===== config.mk =====
export PLATFORM = sky130hd
export DESIGN_NAME = pa_sahbl_arb
export DESIGN_NICKNAME = d
export VERILOG_FILES = /design/src/rtl/pa_sahbl_pkg.sv /design/src/rtl/pa_sahbl_arb_dp.sv /design/src/rtl/pa_sahbl_arb.sv
export SDC_FILE = /design/constraint.sdc
export NUM_CORES = 1
export LEC_CHECK = 0
export ABC_AREA = 1
export CORE_MARGIN = 10
export CORE_UTILIZATION = 37
export CTS_CLUSTER_SIZE = 14
export DETAILED_ROUTE_END_ITERATION = 16
export PLACE_DENSITY = 0.94
export SETUP_SLACK_MARGIN = 0.5
export SYNTH_ARGS = -nofsm -noshare
export SYNTH_HDL_FRONTEND = slang
export SYNTH_HIERARCHICAL = 1
export SYNTH_SLANG_ARGS = --single-unit

===== constraint.sdc =====
create_clock -name forever_cpuclk -period 3.2 [get_ports forever_cpuclk]
set_clock_uncertainty 0.2 [all_clocks]
set_input_delay 0.64 -clock forever_cpuclk [delete_from_list [all_inputs] [get_ports forever_cpuclk]]
set_output_delay 0.64 -clock forever_cpuclk [all_outputs]
set_load 0.005 [all_outputs]

===== src/rtl/pa_sahbl_pkg.sv =====
// pa_sahbl_pkg: shared constants and types for the system AHB-Lite arbiter.
//   HTRANS / HBURST encodings, requester owner encoding and the
//   address-phase request bundle used by the winner mux.
package pa_sahbl_pkg;

    localparam logic [1:0] HTRANS_IDLE   = 2'b00;
    localparam logic [1:0] HTRANS_NONSEQ = 2'b10;
    localparam logic [2:0] HBURST_SINGLE = 3'b000;

    typedef enum logic {
        OWNER_IBUS = 1'b0,
        OWNER_DBUS = 1'b1
    } owner_e;

    // Address-phase fields of one requester.
    typedef struct packed {
        logic [31:0] addr;
        logic [1:0]  size;
        logic [3:0]  prot;
        logic        write;
    } ahb_req_t;

endpackage


===== src/rtl/pa_sahbl_arb_dp.sv =====
// pa_sahbl_arb_dp: data-phase tracker for the single outstanding AHB-Lite
// transfer.
//   i_clk, i_rst_n     clock, async active-low reset
//   i_grnt, i_owner    address phase accepted this cycle and by whom
//   i_wr_load, i_wdata dbus write accepted: capture write data
//   i_hready, i_hresp  slave response
//   o_dp_vld           a data phase is outstanding
//   o_err_block        slave is signalling ERROR: suppress new address phases
//   o_hwdata           registered write data
//   o_*_cmplt/acc_err  completion and error steered to the data-phase owner
module pa_sahbl_arb_dp
    import pa_sahbl_pkg::*;
(
    input  logic        i_clk,
    input  logic        i_rst_n,
    input  logic        i_grnt,
    input  owner_e      i_owner,
    input  logic        i_wr_load,
    input  logic [31:0] i_wdata,
    input  logic        i_hready,
    input  logic        i_hresp,
    output logic        o_dp_vld,
    output logic        o_err_block,
    output logic [31:0] o_hwdata,
    output logic        o_ibus_cmplt,
    output logic        o_dbus_cmplt,
    output logic        o_ibus_acc_err,
    output logic        o_dbus_acc_err
);

    logic        r_dp_vld;
    owner_e      r_dp_owner;
    logic [31:0] r_hwdata;
    logic        w_cmplt;

    assign w_cmplt     = r_dp_vld & i_hready;
    // Both ERROR cycles see hresp=1; blocking is combinational so the
    // first cycle already drives IDLE.
    assign o_err_block = r_dp_vld & i_hresp;

    always_ff @(posedge i_clk or negedge i_rst_n) begin
        if (!i_rst_n) begin
            r_dp_vld   <= 1'b0;
            r_dp_owner <= OWNER_IBUS;
            r_hwdata   <= '0;
        end else begin
            // A grant in the completing cycle keeps the phase valid (pipelined).
            if (i_grnt) begin
                r_dp_vld   <= 1'b1;
                r_dp_owner <= i_owner;
            end else if (w_cmplt) begin
                r_dp_vld   <= 1'b0;
            end
            if (i_wr_load)
                r_hwdata <= i_wdata;
        end
    end

    assign o_dp_vld       = r_dp_vld;
    assign o_hwdata       = r_hwdata;
    assign o_ibus_cmplt   = w_cmplt & (r_dp_owner == OWNER_IBUS);
    assign o_dbus_cmplt   = w_cmplt & (r_dp_owner == OWNER_DBUS);
    assign o_ibus_acc_err = o_ibus_cmplt & i_hresp;
    assign o_dbus_acc_err = o_dbus_cmplt & i_hresp;

endmodule


===== src/rtl/pa_sahbl_arb.sv =====
// pa_sahbl_arb: ibus/dbus arbiter and single-transfer sequencer for the
// system AHB-Lite master port.
//   forever_cpuclk, cpurst_b     clock, async active-low reset
//   ibus_*/dbus_*                requests (held until grant) and responses
//   h*                           AHB-Lite master signals
//   arb_idle                     nothing pending, nothing outstanding
// Optional feature macro PA_SAHBL_ARB_STARVE_EN: starvation counter that
// forces an ibus win after STARVE_MAX consecutive dbus grants. Without it
// dbus has strict priority and STARVE_MAX has no effect.
module pa_sahbl_arb
    import pa_sahbl_pkg::*;
#(
    parameter int STARVE_MAX = 4
) (
    input  logic        forever_cpuclk,
    input  logic        cpurst_b,
    input  logic        ibus_req,
    input  logic [31:0] ibus_addr,
    input  logic [1:0]  ibus_size,
    input  logic [3:0]  ibus_prot,
    input  logic        dbus_req,
    input  logic [31:0] dbus_addr,
    input  logic [1:0]  dbus_size,
    input  logic [3:0]  dbus_prot,
    input  logic        dbus_write,
    input  logic        dbus_lock,
    input  logic [31:0] dbus_wdata,
    output logic        ibus_grnt,
    output logic        dbus_grnt,
    output logic        ibus_trans_cmplt,
    output logic        dbus_trans_cmplt,
    output logic        ibus_acc_err,
    output logic        dbus_acc_err,
    output logic [31:0] ibus_data,
    output logic [31:0] dbus_data,
    output logic [31:0] haddr,
    output logic [1:0]  htrans,
    output logic        hwrite,
    output logic [2:0]  hsize,
    output logic [3:0]  hprot,
    output logic        hlock,
    output logic [2:0]  hburst,
    output logic [31:0] hwdata,
    input  logic [31:0] hrdata,
    input  logic        hready,
    input  logic        hresp,
    output logic        arb_idle
);

    ahb_req_t    w_ireq, w_dreq, w_wreq;
    owner_e      w_win_owner;
    logic        w_win_vld, w_nonseq, w_grnt, w_force_ibus;
    logic        w_dp_vld, w_err_block;
    logic        r_ap_hold, r_lock_hold;
    owner_e      r_ap_owner;
    logic [31:0] r_haddr;

    assign w_ireq = '{addr: ibus_addr, size: ibus_size, prot: ibus_prot, write: 1'b0};
    assign w_dreq = '{addr: dbus_addr, size: dbus_size, prot: dbus_prot, write: dbus_write};

    always_comb begin
        w_win_owner = OWNER_DBUS;
        w_win_vld   = 1'b0;
        if (r_ap_hold) begin
            w_win_owner = r_ap_owner;
            w_win_vld   = (r_ap_owner == OWNER_DBUS) ? dbus_req : ibus_req;
        end else if (r_lock_hold) begin
            w_win_vld   = dbus_req;
        end else if (w_force_ibus) begin
            w_win_owner = OWNER_IBUS;
            w_win_vld   = 1'b1;
        end else if (dbus_req) begin
            w_win_vld   = 1'b1;
        end else if (ibus_req) begin
            w_win_owner = OWNER_IBUS;
            w_win_vld   = 1'b1;
        end
    end

    assign w_wreq    = (w_win_owner == OWNER_DBUS) ? w_dreq : w_ireq;
    assign w_nonseq  = w_win_vld & ~w_err_block;
    assign w_grnt    = w_nonseq & hready;
    assign ibus_grnt = w_grnt & (w_win_owner == OWNER_IBUS);
    assign dbus_grnt = w_grnt & (w_win_owner == OWNER_DBUS);

    assign htrans = w_nonseq ? HTRANS_NONSEQ : HTRANS_IDLE;
    assign haddr  = w_win_vld ? w_wreq.addr : r_haddr;
    assign hwrite = w_win_vld & w_wreq.write;
    assign hsize  = w_win_vld ? {1'b0, w_wreq.size} : 3'b000;
    assign hprot  = w_win_vld ? w_wreq.prot : 4'b0000;
    assign hburst = HBURST_SINGLE;
    assign hlock  = r_lock_hold | (w_win_vld & (w_win_owner == OWNER_DBUS) & dbus_lock);

    always_ff @(posedge forever_cpuclk or negedge cpurst_b) begin
        if (!cpurst_b) begin
            r_haddr     <= '0;
            r_ap_hold   <= 1'b0;
            r_ap_owner  <= OWNER_IBUS;
            r_lock_hold <= 1'b0;
        end else begin
            if (w_win_vld)
                r_haddr <= w_wreq.addr;
            // An ERROR response cancels a stalled address phase; the
            // requester re-arbitrates afterwards.
            if (w_err_block || w_grnt) begin
                r_ap_hold <= 1'b0;
            end else if (w_nonseq && !hready) begin
                r_ap_hold  <= 1'b1;
                r_ap_owner <= w_win_owner;
            end
            if (dbus_grnt)
                r_lock_hold <= dbus_lock;
            else if (!dbus_req && !w_dp_vld)
                r_lock_hold <= 1'b0;
        end
    end

`ifdef PA_SAHBL_ARB_STARVE_EN
    localparam logic [2:0] STARVE_LIM = 3'(STARVE_MAX);
    logic [2:0] r_starve_cnt;

    always_ff @(posedge forever_cpuclk or negedge cpurst_b) begin
        if (!cpurst_b)
            r_starve_cnt <= '0;
        else if (!ibus_req || ibus_grnt)
            r_starve_cnt <= '0;
        else if (dbus_grnt && r_starve_cnt != STARVE_LIM)
            r_starve_cnt <= r_starve_cnt + 3'd1;
    end

    assign w_force_ibus = ibus_req & (r_starve_cnt == STARVE_LIM);
`else
    assign w_force_ibus = 1'b0;
`endif

    pa_sahbl_arb_dp u_dp (
        .i_clk          (forever_cpuclk),
        .i_rst_n        (cpurst_b),
        .i_grnt         (w_grnt),
        .i_owner        (w_win_owner),
        .i_wr_load      (dbus_grnt & dbus_write),
        .i_wdata        (dbus_wdata),
        .i_hready       (hready),
        .i_hresp        (hresp),
        .o_dp_vld       (w_dp_vld),
        .o_err_block    (w_err_block),
        .o_hwdata       (hwdata),
        .o_ibus_cmplt   (ibus_trans_cmplt),
        .o_dbus_cmplt   (dbus_trans_cmplt),
        .o_ibus_acc_err (ibus_acc_err),
        .o_dbus_acc_err (dbus_acc_err)
    );

    assign ibus_data = hrdata;
    assign dbus_data = hrdata;
    assign arb_idle  = ~ibus_req & ~dbus_req & ~w_dp_vld;

endmodule


==> metrics.txt <==
Mean Syn Cell Area=8.540 um2; drt first pass iters=4; top-area cell type share of the netlist area=0.4415; post-synthesis sequential element count=69; Clock transition at path regs=0.08 ns; Routed Antenna Nets=0; chip height=122.8 um; yosys warns=6; PnR Total Power=6.592 mW; final worst slack=0.4456 ns; top post-synthesis cells by count=nand2_1 (75), buf_4 (74), dfrtp_1 (69), a21oi_1 (61), inv_1 (45); Rows=37; Seq/Total Area, Yosys=0.4415; antenna violations before repair=0; largest net degree at the start of global routing=65; core area=10320 um2; final std cell area, no fill=6624 um2; first-pass GRT wire length=21410 um; Leak=2.981 nW; clk_lat worst skew=0.34 ns; register-to-register setup slack=0.75 ns; Antenna Cells=0; post-synth top area cell=dfrtp_1; overall routing resource usage=0.1816; I/O pins=297; fin nets=797; Routed WL=14940 um; maximum VDD drop=0.0006319 V; xor and xnor area share after synthesis=0; final hold violation count=0; Synth Area in Compound Gates=0.1734; footprint of the multi-input gates=1672 um2; vias per cell=4.928; most used cell, CP=buf_2; RSZ-0062 raised after global routing=yes; share of cells above drive strength 1=0.4006; Tmin final=2.754 ns; Netlist cell types=23; EDFF count, synth=0; mux share of post-synthesis cell area=0; Remaining DRCs=0; Slew Viols, Final=0; clock root buffer=clkbuf_8; routability congestion estimate=0.8693; placed cell area=5580 um2; HP Class=primary input to async pin; Worst-Margin Slew=0.8280 ns; Starting Density=0.3789; Place WS=-0.2374 ns; Data required, critical path=2.36 ns; Routed wire per std cell=18.91 um; chip width=122.8 um; outcome=finished clean; ranking of synthesized cells by area=dfrtp_1 (44%), buf_4 (14%), o21ai_2 (7.8%), a21oi_1 (7.8%), nand2_1 (7.2%); IO buf count=195; CP Launch Point=ibus_req; largest family of logic cells by synthesized area=buffers and inverters; Synth async-reset ratio=1.000; DR vias=3893; Area Growth Syn to Fin=69.35%; CP endpoint kind=primary output; minimum hold slack=0.1920 ns; Cell Chain, Critical Path=buf_2 -> inv_1 -> nor2_1 -> nand2_2 -> nand2_4 -> buf_6 -> inv_8 -> bufbuf_16 -> nand2_1 -> a21oi_2 -> buf_2; HPWL after DPL=9460 um; DIE AREA=15080 um2; clk buf depth=2; vias in the first global route=4077; crit-path max cell delay=0.27 ns; kind of critical path=primary input to primary output; crit-path max FO=5; period utilization=0.8607; worst relative slew slack=0.4480; setup violators final=0; Synth Instances=458; Max Fclk=0.3631 GHz; synthesized area=3911 um2; reg2reg end=u_dp/o_hwdata[24]; CP endpoint=haddr[9]; H-tree depth=3; Hold Buf Count CTS=0; adder-cell share of the synthesized area=0; Primary FF master, synth=dfrtp_1; Crit path arrival time=1.91 ns; register area=1728 um2; RR Startpoint=r_ap_hold; max_cap viols=0; TritonCTS clock tree=done; PD cells=995.2 nW/um2; Startpoint Class=primary input; cells on worst reg2reg path=12; clock sinks=69; top-count cell post-synth=nand2_1; drt initial violations=167; CTS Buf Count=9; total grt overflow=0; CP max stage cell=bufbuf_16; post-synthesis simple-gate area fraction=0.1536; Fill cells=766
## cell type report
class / instances / share of cell area
timing repair buffer: 268 / 0.4035
sequential: 69 / 0.2609
multi-input combinational: 254 / 0.2524
inverter: 47 / 0.02852
tap: 136 / 0.02569
clock buffer: 12 / 0.02191
clock inverter: 4 / 0.007178
## sequential cells by signal, indices dropped and copies added (netlist names)
signal	cells
u_dp/o_dp_vld	1
r_ap_owner	1
u_dp/r_dp_owner	1
r_ap_hold	1
r_haddr	32
u_dp/o_hwdata	32
r_lock_hold	1
## through the flow
stage	TNS, ns	util	std cells
3_3_place_gp	-3.972	0.5405	722
4_1_cts	0	0.6078	771
5_1_grt	0	0.6416	790
2_1_floorplan	0	-	462
6_report	0	0.6416	790
3_5_place_dp	-6.122	0.5405	722
## placed cells by master, fill, tap and decap left out, types with 10 or more instances in the layout
master,instances
clkdlybuf4s50_1,145
nand2_1,69
dfrtp_1,68
inv_1,44
a21oi_2,44
buf_4,42
o21ai_2,35
buf_2,35
nor2_1,26
nor2_2,23
buf_12,13
a21oi_1,10
a21oi_4,10
clkbuf_8,10
## power by group
| group | leakage (nW) | internal, mW | switching [mW] |
|---|---|---|---|
| clock | 0.0964 | 0.379 | 0.326 |
| sequential | 0.820 | 1.31 | 0.219 |
| combinational | 2.07 | 2.35 | 2.01 |
## metal layers
layer / wire length (um) / track usage / vias up / part of all wire
met2: 7336 / 0.2989 / 256 / 0.49
met5: 0 / 0 / - / 0
met1: 5444 / 0.1963 / 1819 / 0.36
met4: 456 / 0.09205 / 0 / 0.031
met3: 1701 / 0.07759 / 56 / 0.11
li1: - / - / 1762 / -
## how the worst min path moves through the flow
stage | from | endpoint | slack [ns] | depth (start not counted)
2_1_floorplan | cpurst_b | r_ap_hold | 0.14 | 0
3_3_place_gp | r_ap_owner | r_ap_owner | 0.29 | 2
3_5_place_dp | u_dp/o_hwdata[9] | u_dp/o_hwdata[9] | 0.30 | 2
4_1_cts | cpurst_b | u_dp/o_hwdata[26] | 0.19 | 1
5_1_grt | cpurst_b | u_dp/o_hwdata[26] | 0.23 | 1
6_report | cpurst_b | r_haddr[13] | 0.19 | 1
## worst max-delay path: cells and delay by family
family / cells / cell delay (ns)
buffers and inverters: 6 / 0.82
and+or+nand+nor: 4 / 0.28
AOI/OAI and AO/OA: 1 / 0.17
## cells by family after synthesis
family / count (synthesis)
AND/OR/NAND/NOR: 143
buffers and inverters: 139
AO/OA/AOI/OAI: 106
other: 1
flip-flops: 69
## repair_timing
item                                    in CTS  in global routing
gates resized for setup                    206                 77
buffers inserted                            25                 17
endpoints found under the setup margin      48                 42
gates cloned                                 8                  2
pin swaps                                   17                 29
endpoints found under the hold margin        0                  0
Power figures use the tool's default switching activity.
